## src/rtl/decoder_pkg.sv

```systemverilog
// Constants shared by the m-sequence line coder: FSM encodings, LFSR definition,
// sync pattern lengths and line symbol codes.
package decoder_pkg;

    typedef enum logic [1:0] {
        IDLE  = 2'd0,
        HUNT  = 2'd1,
        FRAME = 2'd2,
        DATA  = 2'd3
    } state_t;

    // x^5 + x^2 + 1: a(n+5) = a(n) ^ a(n+2), chip taken from bit 0
    localparam logic [4:0] LFSR_SEED = 5'b00001;
    localparam logic [4:0] LFSR_TAPS = 5'b00101;

    localparam int HEAD_ZEROS   = 8;
    localparam int RESYNC_ZEROS = 7;
    localparam int CW_BITS      = 7;

    localparam logic [1:0] SYM_CHIP1 = 2'b01;
    localparam logic [1:0] SYM_CHIP0 = 2'b11;
    localparam logic [1:0] SYM_IDLE  = 2'b10;

    function automatic logic [4:0] lfsr_next(input logic [4:0] s);
        return {^(s & LFSR_TAPS), s[4:1]};
    endfunction

endpackage

```

## src/rtl/decoder_despread.sv

```systemverilog
// Chip despreader: strips the local m-sequence from each chip and majority-votes
// CHIPS_PER_BIT recovered chips into one bit, presented as a one-cycle strobe.
module decoder_despread
    import decoder_pkg::*;
#(
    parameter int CHIPS_PER_BIT = 31,
    parameter int MAJ_THRESH    = 16
) (
    input  logic clk31,
    input  logic rst_n,
    input  logic restart,
    input  logic chip_vld,
    input  logic chip,
    output logic bit_stb,
    output logic bit_val
);

    localparam int CNT_W = $clog2(CHIPS_PER_BIT + 1);

    logic [4:0]       lfsr;
    logic [CNT_W-1:0] chip_cnt;
    logic [CNT_W-1:0] ones_cnt;
    logic [CNT_W-1:0] ones_tot;
    logic             rec;
    logic             last_chip;

    assign rec       = chip ^ lfsr[0];
    assign ones_tot  = ones_cnt + CNT_W'(rec);
    assign last_chip = (chip_cnt == CNT_W'(CHIPS_PER_BIT - 1));

    // Idle (restart) parks the sequence at the seed so the next active chip
    // lines up with chip 0 of the transmitter's sequence.
    always_ff @(posedge clk31 or negedge rst_n) begin
        if (!rst_n) begin
            lfsr     <= LFSR_SEED;
            chip_cnt <= '0;
            ones_cnt <= '0;
            bit_stb  <= 1'b0;
            bit_val  <= 1'b0;
        end else begin
            bit_stb <= 1'b0;
            if (restart) begin
                lfsr     <= LFSR_SEED;
                chip_cnt <= '0;
                ones_cnt <= '0;
            end else if (chip_vld) begin
                lfsr <= lfsr_next(lfsr);
                if (last_chip) begin
                    chip_cnt <= '0;
                    ones_cnt <= '0;
                    bit_stb  <= 1'b1;
                    bit_val  <= (ones_tot >= CNT_W'(MAJ_THRESH));
                end else begin
                    chip_cnt <= chip_cnt + 1'b1;
                    ones_cnt <= ones_tot;
                end
            end
        end
    end

endmodule

```

## src/rtl/decoder.sv

```systemverilog
// Receive decoder: despreads chips into bits, acquires head/frame sync and
// delivers Hamming(7,4)-corrected nibbles with periodic resync checking.
module decoder
    import decoder_pkg::*;
#(
    parameter int CHIPS_PER_BIT   = 31,
    parameter int MAJ_THRESH      = 16,
    parameter int HEAD_ONES       = 10,
    parameter int WORDS_PER_FRAME = 128
) (
    input  logic       clk31,
    input  logic       rst_n,
    input  logic       rx_ena,
    input  logic [1:0] in_data,
    output logic [3:0] out_data,
    output logic       out_valid,
    output logic       err_corrected,
    output logic       frame_lock,
    output logic       sync_lost
);

    localparam int ONES_W = $clog2(HEAD_ONES + 1);
    localparam int ZC_W   = $clog2(HEAD_ZEROS);
    localparam int WC_W   = $clog2(WORDS_PER_FRAME + 1);

    state_t            state, state_nxt;
    logic [ONES_W-1:0] ones_cnt, ones_nxt;
    logic [ZC_W-1:0]   zero_cnt, zeros_nxt;
    logic [2:0]        bit_idx, bit_idx_nxt;
    logic [WC_W-1:0]   word_cnt, word_nxt;
    logic              resync, resync_nxt;
    logic [5:0]        sr, sr_nxt;
    logic              vld_nxt, lost_nxt;
    logic              vld_p0;
    logic [6:0]        cw_p0;
    logic              sym_active, chip_vld, restart;
    logic              bit_stb, bit_val;

    function automatic logic [2:0] hamming_syndrome(input logic [6:0] c);
        return {c[2] ^ c[6] ^ c[5] ^ c[4],
                c[1] ^ c[6] ^ c[5] ^ c[3],
                c[0] ^ c[6] ^ c[4] ^ c[3]};
    endfunction

    function automatic logic [3:0] hamming_fix(input logic [6:0] c);
        logic [6:0] flip;
        logic [6:0] fixed;
        case (hamming_syndrome(c))
            3'b111:  flip = 7'b1000000;
            3'b110:  flip = 7'b0100000;
            3'b101:  flip = 7'b0010000;
            3'b011:  flip = 7'b0001000;
            3'b100:  flip = 7'b0000100;
            3'b010:  flip = 7'b0000010;
            3'b001:  flip = 7'b0000001;
            default: flip = 7'b0000000;
        endcase
        fixed = c ^ flip;
        return fixed[6:3];
    endfunction

    // 2'b01 and 2'b11 carry a chip; anything with bit 0 clear is idle
    assign sym_active = in_data[0];
    assign chip_vld   = rx_ena && sym_active;
    assign restart    = !chip_vld;

    decoder_despread #(
        .CHIPS_PER_BIT (CHIPS_PER_BIT),
        .MAJ_THRESH    (MAJ_THRESH)
    ) u_despread (
        .clk31    (clk31),
        .rst_n    (rst_n),
        .restart  (restart),
        .chip_vld (chip_vld),
        .chip     (~in_data[1]),
        .bit_stb  (bit_stb),
        .bit_val  (bit_val)
    );

    always_ff @(posedge clk31 or negedge rst_n) begin
        if (!rst_n) begin
            state     <= IDLE;
            ones_cnt  <= '0;
            zero_cnt  <= '0;
            bit_idx   <= '0;
            word_cnt  <= '0;
            resync    <= 1'b0;
            vld_p0    <= 1'b0;
            sync_lost <= 1'b0;
        end else begin
            state     <= state_nxt;
            ones_cnt  <= ones_nxt;
            zero_cnt  <= zeros_nxt;
            bit_idx   <= bit_idx_nxt;
            word_cnt  <= word_nxt;
            resync    <= resync_nxt;
            vld_p0    <= vld_nxt;
            sync_lost <= lost_nxt;
        end
    end

    always_ff @(posedge clk31) begin
        sr <= sr_nxt;
        if (vld_nxt) cw_p0 <= {sr, bit_val};
    end

    always_comb begin
        state_nxt   = state;
        ones_nxt    = ones_cnt;
        zeros_nxt   = zero_cnt;
        bit_idx_nxt = bit_idx;
        word_nxt    = word_cnt;
        resync_nxt  = resync;
        sr_nxt      = sr;
        vld_nxt     = 1'b0;
        lost_nxt    = 1'b0;
        if (!rx_ena || (!sym_active && state != IDLE)) begin
            lost_nxt    = rx_ena && (state == FRAME || state == DATA);
            state_nxt   = IDLE;
            ones_nxt    = '0;
            zeros_nxt   = '0;
            bit_idx_nxt = '0;
            word_nxt    = '0;
            resync_nxt  = 1'b0;
        end else if (sym_active) begin
            case (state)
                IDLE: state_nxt = HUNT;
                HUNT: if (bit_stb) begin
                    if (bit_val) begin
                        if (ones_cnt != ONES_W'(HEAD_ONES)) ones_nxt = ones_cnt + 1'b1;
                    end else if (ones_cnt >= ONES_W'(HEAD_ONES)) begin
                        state_nxt = FRAME;
                        ones_nxt  = '0;
                        zeros_nxt = ZC_W'(1);
                    end else begin
                        ones_nxt = '0;
                    end
                end
                FRAME: if (bit_stb) begin
                    if (bit_val) begin
                        state_nxt = HUNT;
                        lost_nxt  = 1'b1;
                        ones_nxt  = ONES_W'(1);
                        zeros_nxt = '0;
                    end else if (zero_cnt == ZC_W'(HEAD_ZEROS - 1)) begin
                        state_nxt   = DATA;
                        zeros_nxt   = '0;
                        bit_idx_nxt = '0;
                        word_nxt    = '0;
                        resync_nxt  = 1'b0;
                    end else begin
                        zeros_nxt = zero_cnt + 1'b1;
                    end
                end
                DATA: if (bit_stb) begin
                    if (resync) begin
                        if (bit_val) begin
                            state_nxt  = HUNT;
                            lost_nxt   = 1'b1;
                            ones_nxt   = ONES_W'(1);
                            zeros_nxt  = '0;
                            word_nxt   = '0;
                            resync_nxt = 1'b0;
                        end else if (zero_cnt == ZC_W'(RESYNC_ZEROS - 1)) begin
                            zeros_nxt  = '0;
                            word_nxt   = '0;
                            resync_nxt = 1'b0;
                        end else begin
                            zeros_nxt = zero_cnt + 1'b1;
                        end
                    end else if (bit_idx == 3'(CW_BITS - 1)) begin
                        vld_nxt     = 1'b1;
                        bit_idx_nxt = '0;
                        if (word_cnt == WC_W'(WORDS_PER_FRAME - 1)) resync_nxt = 1'b1;
                        else word_nxt = word_cnt + 1'b1;
                    end else begin
                        sr_nxt      = {sr[4:0], bit_val};
                        bit_idx_nxt = bit_idx + 1'b1;
                    end
                end
                default: state_nxt = IDLE;
            endcase
        end
    end

    always_comb begin
        frame_lock = (state == FRAME) || (state == DATA);
    end

    // p0 -> output: syndrome correction of the completed codeword
    always_ff @(posedge clk31 or negedge rst_n) begin
        if (!rst_n) begin
            out_data      <= 4'h0;
            out_valid     <= 1'b0;
            err_corrected <= 1'b0;
        end else begin
            out_valid     <= vld_p0 && rx_ena;
            err_corrected <= vld_p0 && rx_ena && (hamming_syndrome(cw_p0) != 3'b000);
            if (vld_p0 && rx_ena) out_data <= hamming_fix(cw_p0);
        end
    end

endmodule

```

## config.mk

```make
export PLATFORM = sky130hd
export DESIGN_NAME = decoder
export DESIGN_NICKNAME = d
export VERILOG_FILES = /design/src/rtl/decoder_pkg.sv /design/src/rtl/decoder_despread.sv /design/src/rtl/decoder.sv
export SDC_FILE = /design/constraint.sdc
export NUM_CORES = 1
export LEC_CHECK = 0
export BUFFER_PORTS_ARGS = -buffer_cell sky130_fd_sc_hd__buf_4
export CAP_MARGIN = 20
export CORE_UTILIZATION = 55
export CTS_CLUSTER_SIZE = 24
export DETAILED_ROUTE_END_ITERATION = 7
export PLACE_DENSITY_LB_ADDON = 0.2
export SYNTH_ARGS = -nofsm -noshare
export SYNTH_HDL_FRONTEND = slang
export SYNTH_HIERARCHICAL = 1
export SYNTH_SLANG_ARGS = --single-unit
export TNS_END_PERCENT = 10
```

## constraint.sdc

```tcl
create_clock -name clk31 -period 5.6 [get_ports clk31]
set_clock_uncertainty 0.1 [all_clocks]
set_input_delay 1.12 -clock clk31 [delete_from_list [all_inputs] [get_ports clk31]]
set_output_delay 1.12 -clock clk31 [all_outputs]
set_load 0.01 [all_outputs]
```

==> flow_summary.json, run 1 <==
{
  "grt_first_pass_wirelength_um": 9960,
  "run_status": "finished, final reports clean",
  "synth_area_leader_cell": "sky130_fd_sc_hd__dfrtp_1",
  "cts_tree": "built",
  "largest_net_degree_at_the_start_of_global_routing": 47,
  "cts_hold_buf": 0,
  "crit_arrival_ps": 1640,
  "numPortBuffers": 12,
  "clk_transition_reported_paths_ps": 70,
  "netlist_area_before_placement_mm2": 0.00323,
  "drtPass1Iterations": 4,
  "timing.fmax_mhz": 349,
  "worst-setup-path-type": "reg -> out",
  "num_antenna_cells": 0,
  "cp_max_fo": 10,
  "drc_errors": 0,
  "cts.sink_count": 59,
  "floorplan.rows": 27,
  "antenna_found_initial": 0,
  "post_synth_inst_count": 303,
  "detail_route.iter0.violations": 71,
  "postSynthNetCount": 323,
  "cp_data_required_time_ps": 4380,
  "global_route.usage.met3_pct": 3.84,
  "slew-limit-headroom_pct": 35.1,
  "critPathCaptureType": "output pin",
  "synthDistinctLibCells": 65,
  "grtUsageMet1_pct": 26.6,
  "setup_viol": 0,
  "cts_resized": 0,
  "clk_latency_ps": 330,
  "hold-worst-slack_ps": 330,
  "h-tree-depth": 3,
  "post-cts-setup-buffers": 0,
  "core_area_mm2": 0.00557,
  "die-width_um": 78.6,
  "wirelength_um": 5740,
  "hold_path.class": "reg -> reg",
  "crit_family": "flip-flops",
  "synth.top_cell.area_share_pct": 34.9,
  "mostFrequentLayoutCell": "sky130_fd_sc_hd__dfrtp_1",
  "grt_pass1_vias": 2263,
  "detailed_place_hpwl_um": 4050,
  "ys.flop_type": "sky130_fd_sc_hd__dfrtp_1",
  "finish.net_count": 340,
  "rsz0062_at_grt": "false",
  "finish.instance_area_mm2": 0.00352,
  "synth_area_leaders": "sky130_fd_sc_hd__dfrtp_1 35%, sky130_fd_sc_hd__edfxtp_1 12%, sky130_fd_sc_hd__ha_1 5.8%",
  "global_route.peak_usage_layer": "met2",
  "pre_cts_slack_ps": 2700,
  "critical-path-slowest-cell": "sky130_fd_sc_hd__dfrtp_1",
  "final_cell_mix": "45 x sky130_fd_sc_hd__dfrtp_1, 27 x sky130_fd_sc_hd__nand2_1, 22 x sky130_fd_sc_hd__o21ai_0, 20 x sky130_fd_sc_hd__inv_1, 15 x sky130_fd_sc_hd__ha_1",
  "timing_worst_slew_pin_value_ps": 966,
  "ys_seq_area_share_pct": 47.8,
  "timing.final.max_slew_violations": 0,
  "track_usage_pct": 21.0,
  "cellPowerDensity_mw_per_mm2": 264,
  "ant_nets": 0,
  "ys_warn_count": 6,
  "drv_cap": 0,
  "max-clock-path-buffers": 2,
  "timing_hold_violations_final": 0,
  "critical_path.cell_chain": "ha_1 -> nor2_4 -> inv_2 -> buf_4",
  "cellLeakagePower_uw": 0.00151,
  "max_stage_delay_ps": 420,
  "cts_buffers": 9,
  "floorplan.die_area_mm2": 0.00617,
  "via_per_inst": 5.77,
  "synth_edf_count": 13,
  "chipHeight_um": 78.6,
  "routability_congestion_estimate_from_global_placement": 0.783,
  "initial_core_util_pct": 57.9,
  "placed_area_mm2": 0.00335,
  "register_bit_count_reported_by_yosys": 59,
  "vias": 2292,
  "pin_count": 13,
  "grt_remaining_overflow": 0,
  "crit_path_buf_inv_count": 2,
  "met2_grt_util_pct": 33.7,
  "utilization_pct": 63.2,
  "cts-root-buf": "sky130_fd_sc_hd__clkbuf_8",
  "final_layout_size_suffix_gt1_share_pct": 15.4,
  "period_share_pct": 51.1,
  "period_minus_slack_ps": 2860,
  "worstSetupStartpointType": "flop",
  "postSynthAreaPerCell_um2": 10.6,
  "worst_ir_drop_vdd_v": 0.000126,
  "timing.setup.tns_ps": 0,
  "synth_async_sr_flop_share_pct": 78.0,
  "post_detailed_route_wirelength_per_cell_um": 14.5,
  "final_critical_path_setup_slack_ps": 2740,
  "areaGrowthSynthToFinish_pct": 9.23
}
## area by class of cell
| type | count | area [µm²] |
|---|---|---|
| Clock buffer | 10 | 128 |
| Clock inverter | 6 | 42.5 |
| Fill cell | 480 | 2050 |
| Inverter | 21 | 78.8 |
| Multi-Input combinational cell | 216 | 1540 |
| Sequential cell | 59 | 1540 |
| Tap cell | 72 | 90.1 |
| Timing Repair Buffer | 13 | 97.6 |
## where the power goes
group | leakage (µW) | internal, µW | switching [µW]
Clock | 0.0000705 | 159 | 170
Sequential | 0.000773 | 449 | 10.1
Combinational | 0.000670 | 54.2 | 88.6
Total | 0.00151 | 662 | 269
## through the flow
stage / total power (µW) / instances
after floorplan: 572 / 303
after global placement: 605 / 381
after detailed placement: 610 / 381
after CTS: 940 / 397
after global routing: 976 / 397
final: 931 / 397
## worst reg2reg max path: cells and delay by family, from the launching register on
family                   cells  cell delay [ps]
AND/OR/NAND/NOR              3             1100
adder cells (fa/ha/maj)      1              420
flip-flops                   1              400
## metal layers
metal / vias up / share of wire (%)
li1: 1137 / -
met1: 1100 / 48
met2: 41 / 46
met3: 14 / 3.0
met4: 0 / 2.5
met5: - / 0
## cells by family (layout without fill, tap and decap cells)
family                     Yosys count  after routing  synth area share [%]
AOI/OAI and AO/OA                   81             81                  17.2
xor gates and xnor gates            16             16                  4.77
adders and majority gates           15             15                  5.82
buffers and inverters               28             50                  4.31
DFF                                 59             59                  47.8
muxes                               11             11                  3.53
and+or+nand+nor                     93             93                  16.5
## flip-flops by register name, indices dropped and copies added (netlist names), 2 cells and up
name and cells:
ones_cnt 4, u_despread/chip_cnt 5, sr 6, cw_p0 7, out_data 4, word_cnt 8
bit_idx 3, u_despread/lfsr 5, zero_cnt 3, u_despread/ones_cnt 5, state 2
## cell usage after synthesis (2+ instances only)
cell type and count:
sky130_fd_sc_hd__o21ai_1 3, sky130_fd_sc_hd__buf_6 4, sky130_fd_sc_hd__ha_1 15, sky130_fd_sc_hd__o2bb2ai_1 2
sky130_fd_sc_hd__nor3_1 6, sky130_fd_sc_hd__o41ai_1 4, sky130_fd_sc_hd__inv_1 20, sky130_fd_sc_hd__nand3_1 13
sky130_fd_sc_hd__edfxtp_1 13, sky130_fd_sc_hd__or4_1 2, sky130_fd_sc_hd__mux2_2 3, sky130_fd_sc_hd__nor2b_1 2
sky130_fd_sc_hd__a211oi_1 2, sky130_fd_sc_hd__a21o_1 2, sky130_fd_sc_hd__buf_2 3, sky130_fd_sc_hd__nand2b_1 7
sky130_fd_sc_hd__a31oi_1 6, sky130_fd_sc_hd__a22o_1 2, sky130_fd_sc_hd__o21ai_0 22, sky130_fd_sc_hd__a21oi_2 3
sky130_fd_sc_hd__a32o_1 2, sky130_fd_sc_hd__dfrtp_1 45, sky130_fd_sc_hd__a21oi_1 10, sky130_fd_sc_hd__o211ai_1 2
sky130_fd_sc_hd__nor2_1 12, sky130_fd_sc_hd__and3_1 3, sky130_fd_sc_hd__nand2_1 27, sky130_fd_sc_hd__xnor2_1 11
sky130_fd_sc_hd__xor2_1 4, sky130_fd_sc_hd__o31ai_1 4, sky130_fd_sc_hd__nor3b_1 2, sky130_fd_sc_hd__a22oi_1 2
sky130_fd_sc_hd__mux2i_1 8, sky130_fd_sc_hd__o22ai_1 5, sky130_fd_sc_hd__nor4_1 2
## final timing paths
check	from	endpoint	slack (ps)	cells past startpoint
min in group asynchronous	rst_n	word_cnt[2]	690	1
worst max register to register	state[0]	cw_p0[1]	3210	4
worst min-delay path	sr[5]	cw_p0[6]	330	0
worst min register to register	sr[5]	cw_p0[6]	330	0
max in group asynchronous	rst_n	u_despread/ones_cnt[4]	4310	1
worst max-delay path	state[0]	frame_lock	2740	4
(Power assumes the default switching activity.)
==> run 2: changes to the inputs <==
==> constraint.sdc (replaced) <==
create_clock -name clk31 -period 2.9 [get_ports clk31]
set_clock_uncertainty 0.1 [all_clocks]
set_input_delay 0.58 -clock clk31 [delete_from_list [all_inputs] [get_ports clk31]]
set_output_delay 0.58 -clock clk31 [all_outputs]
set_load 0.01 [all_outputs]
==> run 2 against run 1 <==
Compared with the run above:
- register-to-register slack worse by 2600 ps
- combinational power up 94%
- setup slack worse by 2100 ps
- cell area up 1.7%
- sequential power up 93%
- critical path type unchanged
==> flow_summary.json, run 2 (synthesis gave the netlist of run 1 again) <==
{
  "setup.reg_to_reg.worst_slack_ps": 640,
  "areaGrowthSynthToFinish_pct": 11.1,
  "routability_congestion_estimate_from_global_placement": 0.814,
  "timing.fmax_mhz": 439,
  "antenna_found_initial": 0,
  "critPathCaptureType": "output pin",
  "critPathLaunch": "state[0]",
  "setup_viol": 0,
  "cts_hold_buf": 0,
  "max-clock-path-buffers": 2,
  "num_antenna_cells": 0,
  "floorplan.rows": 27,
  "clk_latency_ps": 320,
  "power.share.combinational_pct": 14.2,
  "post_detailed_route_wirelength_per_cell_um": 14.7,
  "floorplan.die_area_mm2": 0.00617,
  "detailed_place_hpwl_um": 4050,
  "hold_path.class": "in -> async",
  "crit_arrival_ps": 1600,
  "timing.rr.start": "state[0]",
  "cts_resized": 0,
  "internal_power_uw": 1450,
  "cellPowerDensity_mw_per_mm2": 547,
  "final_cell_mix": "45 x sky130_fd_sc_hd__dfrtp_1, 27 x sky130_fd_sc_hd__nand2_1, 22 x sky130_fd_sc_hd__o21ai_0, 20 x sky130_fd_sc_hd__inv_1, 16 x sky130_fd_sc_hd__buf_4",
  "drtPass1Iterations": 4,
  "cts_tree": "built",
  "worst_ir_drop_vdd_v": 0.000295,
  "finish.instance_area_mm2": 0.00358,
  "timing_hold_violations_final": 0,
  "cp_max_fo": 10,
  "global_route.usage.met3_pct": 4.65,
  "cp_data_required_time_ps": 2220,
  "netSwitchingFraction_pct": 26.1,
  "finish.net_count": 343,
  "largest_register": "word_cnt",
  "mostFrequentLayoutCell": "sky130_fd_sc_hd__dfrtp_1",
  "h-tree-depth": 3,
  "drc_errors": 0,
  "met2_grt_util_pct": 31.7,
  "numPortBuffers": 12,
  "pin_count": 13,
  "grt_pass1_vias": 2202,
  "rsz0062_at_grt": "false",
  "cellLeakagePower_uw": 0.00156,
  "core_area_mm2": 0.00557,
  "period_share_pct": 78.6,
  "cts_buffers": 9,
  "drv_cap": 0,
  "switchingPower_uw": 511,
  "cts-root-buf": "sky130_fd_sc_hd__clkbuf_8",
  "track_usage_pct": 21.3,
  "chipHeight_um": 78.6,
  "ant_nets": 0,
  "global_route.peak_usage_layer": "met2",
  "grt_remaining_overflow": 0,
  "wirelength_um": 5870,
  "timing_worst_slew_pin_value_ps": 620,
  "grtUsageMet1_pct": 29.3,
  "final_layout_size_suffix_gt1_share_pct": 15.5,
  "slew-limit-headroom_pct": 58.6,
  "largest_register_ff_count": 8,
  "vias": 2332,
  "period_minus_slack_ps": 2280,
  "largest_net_degree_at_the_start_of_global_routing": 47,
  "timing.final.max_slew_violations": 0,
  "timing.setup.tns_ps": 0,
  "rr_endpoint": "ones_cnt[2]",
  "utilization_pct": 64.3,
  "post-cts-setup-buffers": 0,
  "die-width_um": 78.6,
  "hold-worst-slack_ps": 160,
  "power_frac_clock_pct": 40.6,
  "placed_area_mm2": 0.00338,
  "worst_r2r_path_depth": 6,
  "share_seq_of_total_power_pct": 45.2,
  "grt_first_pass_wirelength_um": 10100,
  "detail_route.iter0.violations": 188,
  "worstSetupStartpointType": "flop",
  "totalPowerFinal_uw": 1960,
  "via_per_inst": 5.83,
  "biggestRegsByFlops": "word_cnt (8), cw_p0 (7), sr (6)",
  "run_status": "finished, final reports clean",
  "worst-setup-path-type": "reg -> out",
  "clk_transition_reported_paths_ps": 70,
  "initial_core_util_pct": 57.9,
  "cts.sink_count": 59
}
## run 2: cell count changes in the layout (fill, tap and decap cells not counted), sizes merged
cell and delta:
clkinvlp -5, buf +3, clkinv +3, bufinv +2
## run 2: routing by layer
| layer | up-vias | wire length [µm] |
|---|---|---|
| li1 | 1141 | - |
| met1 | 1138 | 2800 |
| met2 | 43 | 2740 |
| met3 | 10 | 228 |
| met4 | 0 | 95 |
| met5 | - | 0 |
## run 2: per-stage QoR
| step | setup slack [ps] | std cells |
|---|---|---|
| finish | 622 | 400 |
| global route | 481 | 400 |
| CTS | 619 | 400 |
| detailed placement | 658 | 384 |
| global placement | 696 | 384 |
| floorplan | 893 | 303 |
## run 2: power groups by stage
stage               Combinational [µW]  Sequential, µW  Clock, µW
finish                             278             888        796
global route                       313             890        852
CTS                                278             887        815
detailed placement                 276             903          0
global placement                   270             901          0
floorplan                          205             900          0
## run 2: how the worst max path moves through the flow
| stage | slack, ps | end | cells past startpoint |
|---|---|---|---|
| floorplan | 890 | zero_cnt[0] | 8 |
| global placement | 700 | ones_cnt[3] | 6 |
| detailed placement | 660 | ones_cnt[2] | 6 |
| CTS | 620 | frame_lock | 5 |
| global route | 480 | word_cnt[2] | 7 |
| finish | 620 | frame_lock | 4 |
## run 2: worst max-delay path, stage by stage (launching register included)
cell	delay [ps]
sky130_fd_sc_hd__dfrtp_1	410
sky130_fd_sc_hd__ha_1	350
sky130_fd_sc_hd__nor2_4	260
sky130_fd_sc_hd__inv_2	100
sky130_fd_sc_hd__buf_4	160
## run 2: cell type report
type                       instances  area [µm²]
fill                             431        1990
timing repair buffer              16         120
tap                               72        90.1
inverter                          21        78.8
multi-input combinational        216        1540
clock inverter                     6        81.3
clock buffer                      10         128
sequential                        59        1540
==> run 3: changes to the inputs <==
==> constraint.sdc (replaced) <==
create_clock -name clk31 -period 2 [get_ports clk31]
set_clock_uncertainty 0.1 [all_clocks]
set_input_delay 0.4 -clock clk31 [delete_from_list [all_inputs] [get_ports clk31]]
set_output_delay 0.4 -clock clk31 [all_outputs]
set_load 0.01 [all_outputs]
==> run 3 against run 2 <==
Compared with the run above:
- global-route usage up 1.1 points
- setup slack worse by 620 ps
- non-clock buffer count up 27
- core utilization up 5.8 points
- clock-buffer cell count down 1
- first-iteration DRC count down 56%
- worst hold slack better by 160 ps
- total power up 58%
- clock power up 53%
- critical path depth up 3
- critical path type is now reg -> reg
- highest routed layer unchanged
==> flow_summary.json, run 3 (synthesis gave the netlist of run 1 again) <==
{
  "run_status": "finished, final reports clean",
  "finish.instance_area_mm2": 0.00391,
  "cp_data_required_time_ps": 2170,
  "clk_latency_ps": 330,
  "cellPowerDensity_mw_per_mm2": 793,
  "areaGrowthSynthToFinish_pct": 21.1,
  "max_stage_delay_ps": 530,
  "via_per_inst": 5.66,
  "placed_cells_incl_taps": 407,
  "period_share_pct": 99.9,
  "timing.final.max_slew_violations": 0,
  "timing_hold_violations_final": 0,
  "num_antenna_cells": 0,
  "largest_register_ff_count": 8,
  "mostFrequentLayoutCell": "sky130_fd_sc_hd__dfrtp_1",
  "die-width_um": 78.6,
  "final_cell_mix": "43 x sky130_fd_sc_hd__dfrtp_1, 41 x sky130_fd_sc_hd__buf_4, 27 x sky130_fd_sc_hd__nand2_1, 18 x sky130_fd_sc_hd__o21ai_0, 17 x sky130_fd_sc_hd__inv_1",
  "post_detailed_route_wirelength_per_cell_um": 14.9,
  "crit_family": "simple AND/OR/NAND/NOR gates",
  "drc_errors": 0,
  "grt_pass1_vias": 2389,
  "initial_core_util_pct": 57.9,
  "wirelength_um": 6370,
  "critPathCaptureType": "flop",
  "h-tree-depth": 3,
  "numPortBuffers": 12,
  "grt_remaining_overflow": 0,
  "period_minus_slack_ps": 2000,
  "hold_path.class": "in -> reg",
  "fillerInstances": 427,
  "ant_nets": 0,
  "critical_path.cell_chain": "inv_2 -> ha_2 -> o21a_4 -> and2_4 -> a21o_4 -> or4_4 -> nand2_1",
  "timing.setup.tns_ps": 0,
  "slew-limit-headroom_pct": 61.6,
  "finish.net_count": 370,
  "crit_path_buf_inv_count": 1,
  "cellLeakagePower_uw": 0.00172,
  "cts_buffers": 9,
  "worst-setup-path-type": "reg -> reg",
  "timing_worst_slew_pin_value_ps": 577,
  "layout.cells.non_filler": 427,
  "timing.fmax_mhz": 500,
  "chipHeight_um": 78.6,
  "biggestRegsByFlops": "word_cnt (8), cw_p0 (7), sr (6)",
  "largest_net_degree_at_the_start_of_global_routing": 47,
  "final_layout_size_suffix_gt1_share_pct": 27.6,
  "core_area_mm2": 0.00557,
  "track_usage_pct": 22.4,
  "max-clock-path-buffers": 2,
  "floorplan.rows": 27,
  "rsz0062_at_grt": "true",
  "cp_max_fo": 6,
  "worstSetupStartpointType": "flop",
  "floorplan.die_area_mm2": 0.00617,
  "antenna_found_initial": 0,
  "vias": 2416,
  "clk_transition_reported_paths_ps": 70,
  "utilization_pct": 70.1,
  "cts.sink_count": 59,
  "totalPowerFinal_uw": 3100,
  "crit_arrival_ps": 2170,
  "cts-root-buf": "sky130_fd_sc_hd__clkbuf_8",
  "pin_count": 13,
  "detail_route.iter0.violations": 83,
  "grt_first_pass_wirelength_um": 10600,
  "setup_viol": 0,
  "worst_ir_drop_vdd_v": 0.000447,
  "largest_register": "word_cnt",
  "cts_tree": "built",
  "detailed_place_hpwl_um": 4450,
  "drtPass1Iterations": 4,
  "drv_cap": 0,
  "critical-path-slowest-cell": "sky130_fd_sc_hd__or4_4",
  "routability_congestion_estimate_from_global_placement": 0.774,
  "placed_area_mm2": 0.00355
}
-- run 3: stage by stage --
stage                     setup WS [ps]  hold slack (ps)
after floorplan                    12.4             4.41
after CTS                         -26.2              293
after detailed placement          -40.9              305
after global placement             30.9              302
after global routing              -55.0              301
final                              1.86              316
-- run 3: worst register-to-register path: cells and delay by family, from the launching register on --
family	cells	cell delay (ps)
simple gates	3	780
flops	1	420
compound gates	2	400
fa+ha+maj	1	180
buf+inv	1	70
-- run 3: final timing paths --
kind / start / end / slack (ps) / cells past startpoint
max in group asynchronous: rst_n / state[1] / 860 / 2
setup reg to reg: state[1] / ones_cnt[3] / 2 / 7
min in group asynchronous: rst_n / word_cnt[4] / 520 / 2
setup / recovery: state[1] / ones_cnt[3] / 2 / 7
hold / removal: rx_ena / sync_lost / 320 / 2
hold reg to reg: sr[5] / cw_p0[6] / 330 / 0
-- run 3: layout make-up --
type	count	area, µm²	share of cell area, %
inverter	21	81.3	2.08
clock inverter	7	100	2.56
clock buffer	9	124	3.17
tap	72	90.1	2.31
multi-input combinational	216	1640	41.9
sequential	59	1550	39.6
timing repair buffer	43	329	8.42
-- run 3: routing by layer --
metal  vias up  GRT usage, %  part of all wire [%]
met1      1181          29.5                    47
met5         -             0                     0
met2        28          35.5                    50
met4         0          9.63                   1.5
li1       1196             -                     -
met3        11          4.77                   2.2
-- run 3: what timing repair did --
item                                   4_1_cts  5_1_grt
cloned                                       0        0
gates resized for setup                      2       26
endpoints found under the hold margin       35        0
hold buffers                                 1        0
pin swaps                                    2        4
setup buffers                                0        3
setup endpoints to repair                    7       15
-- run 3: power by group --
| group | leakage, µW | internal [µW] | switching, µW |
|---|---|---|---|
| Combinational | 0.000832 | 273 | 311 |
| Clock | 0.000114 | 710 | 513 |
| Sequential | 0.000770 | 1260 | 34.7 |
| Total | 0.00172 | 2240 | 858 |
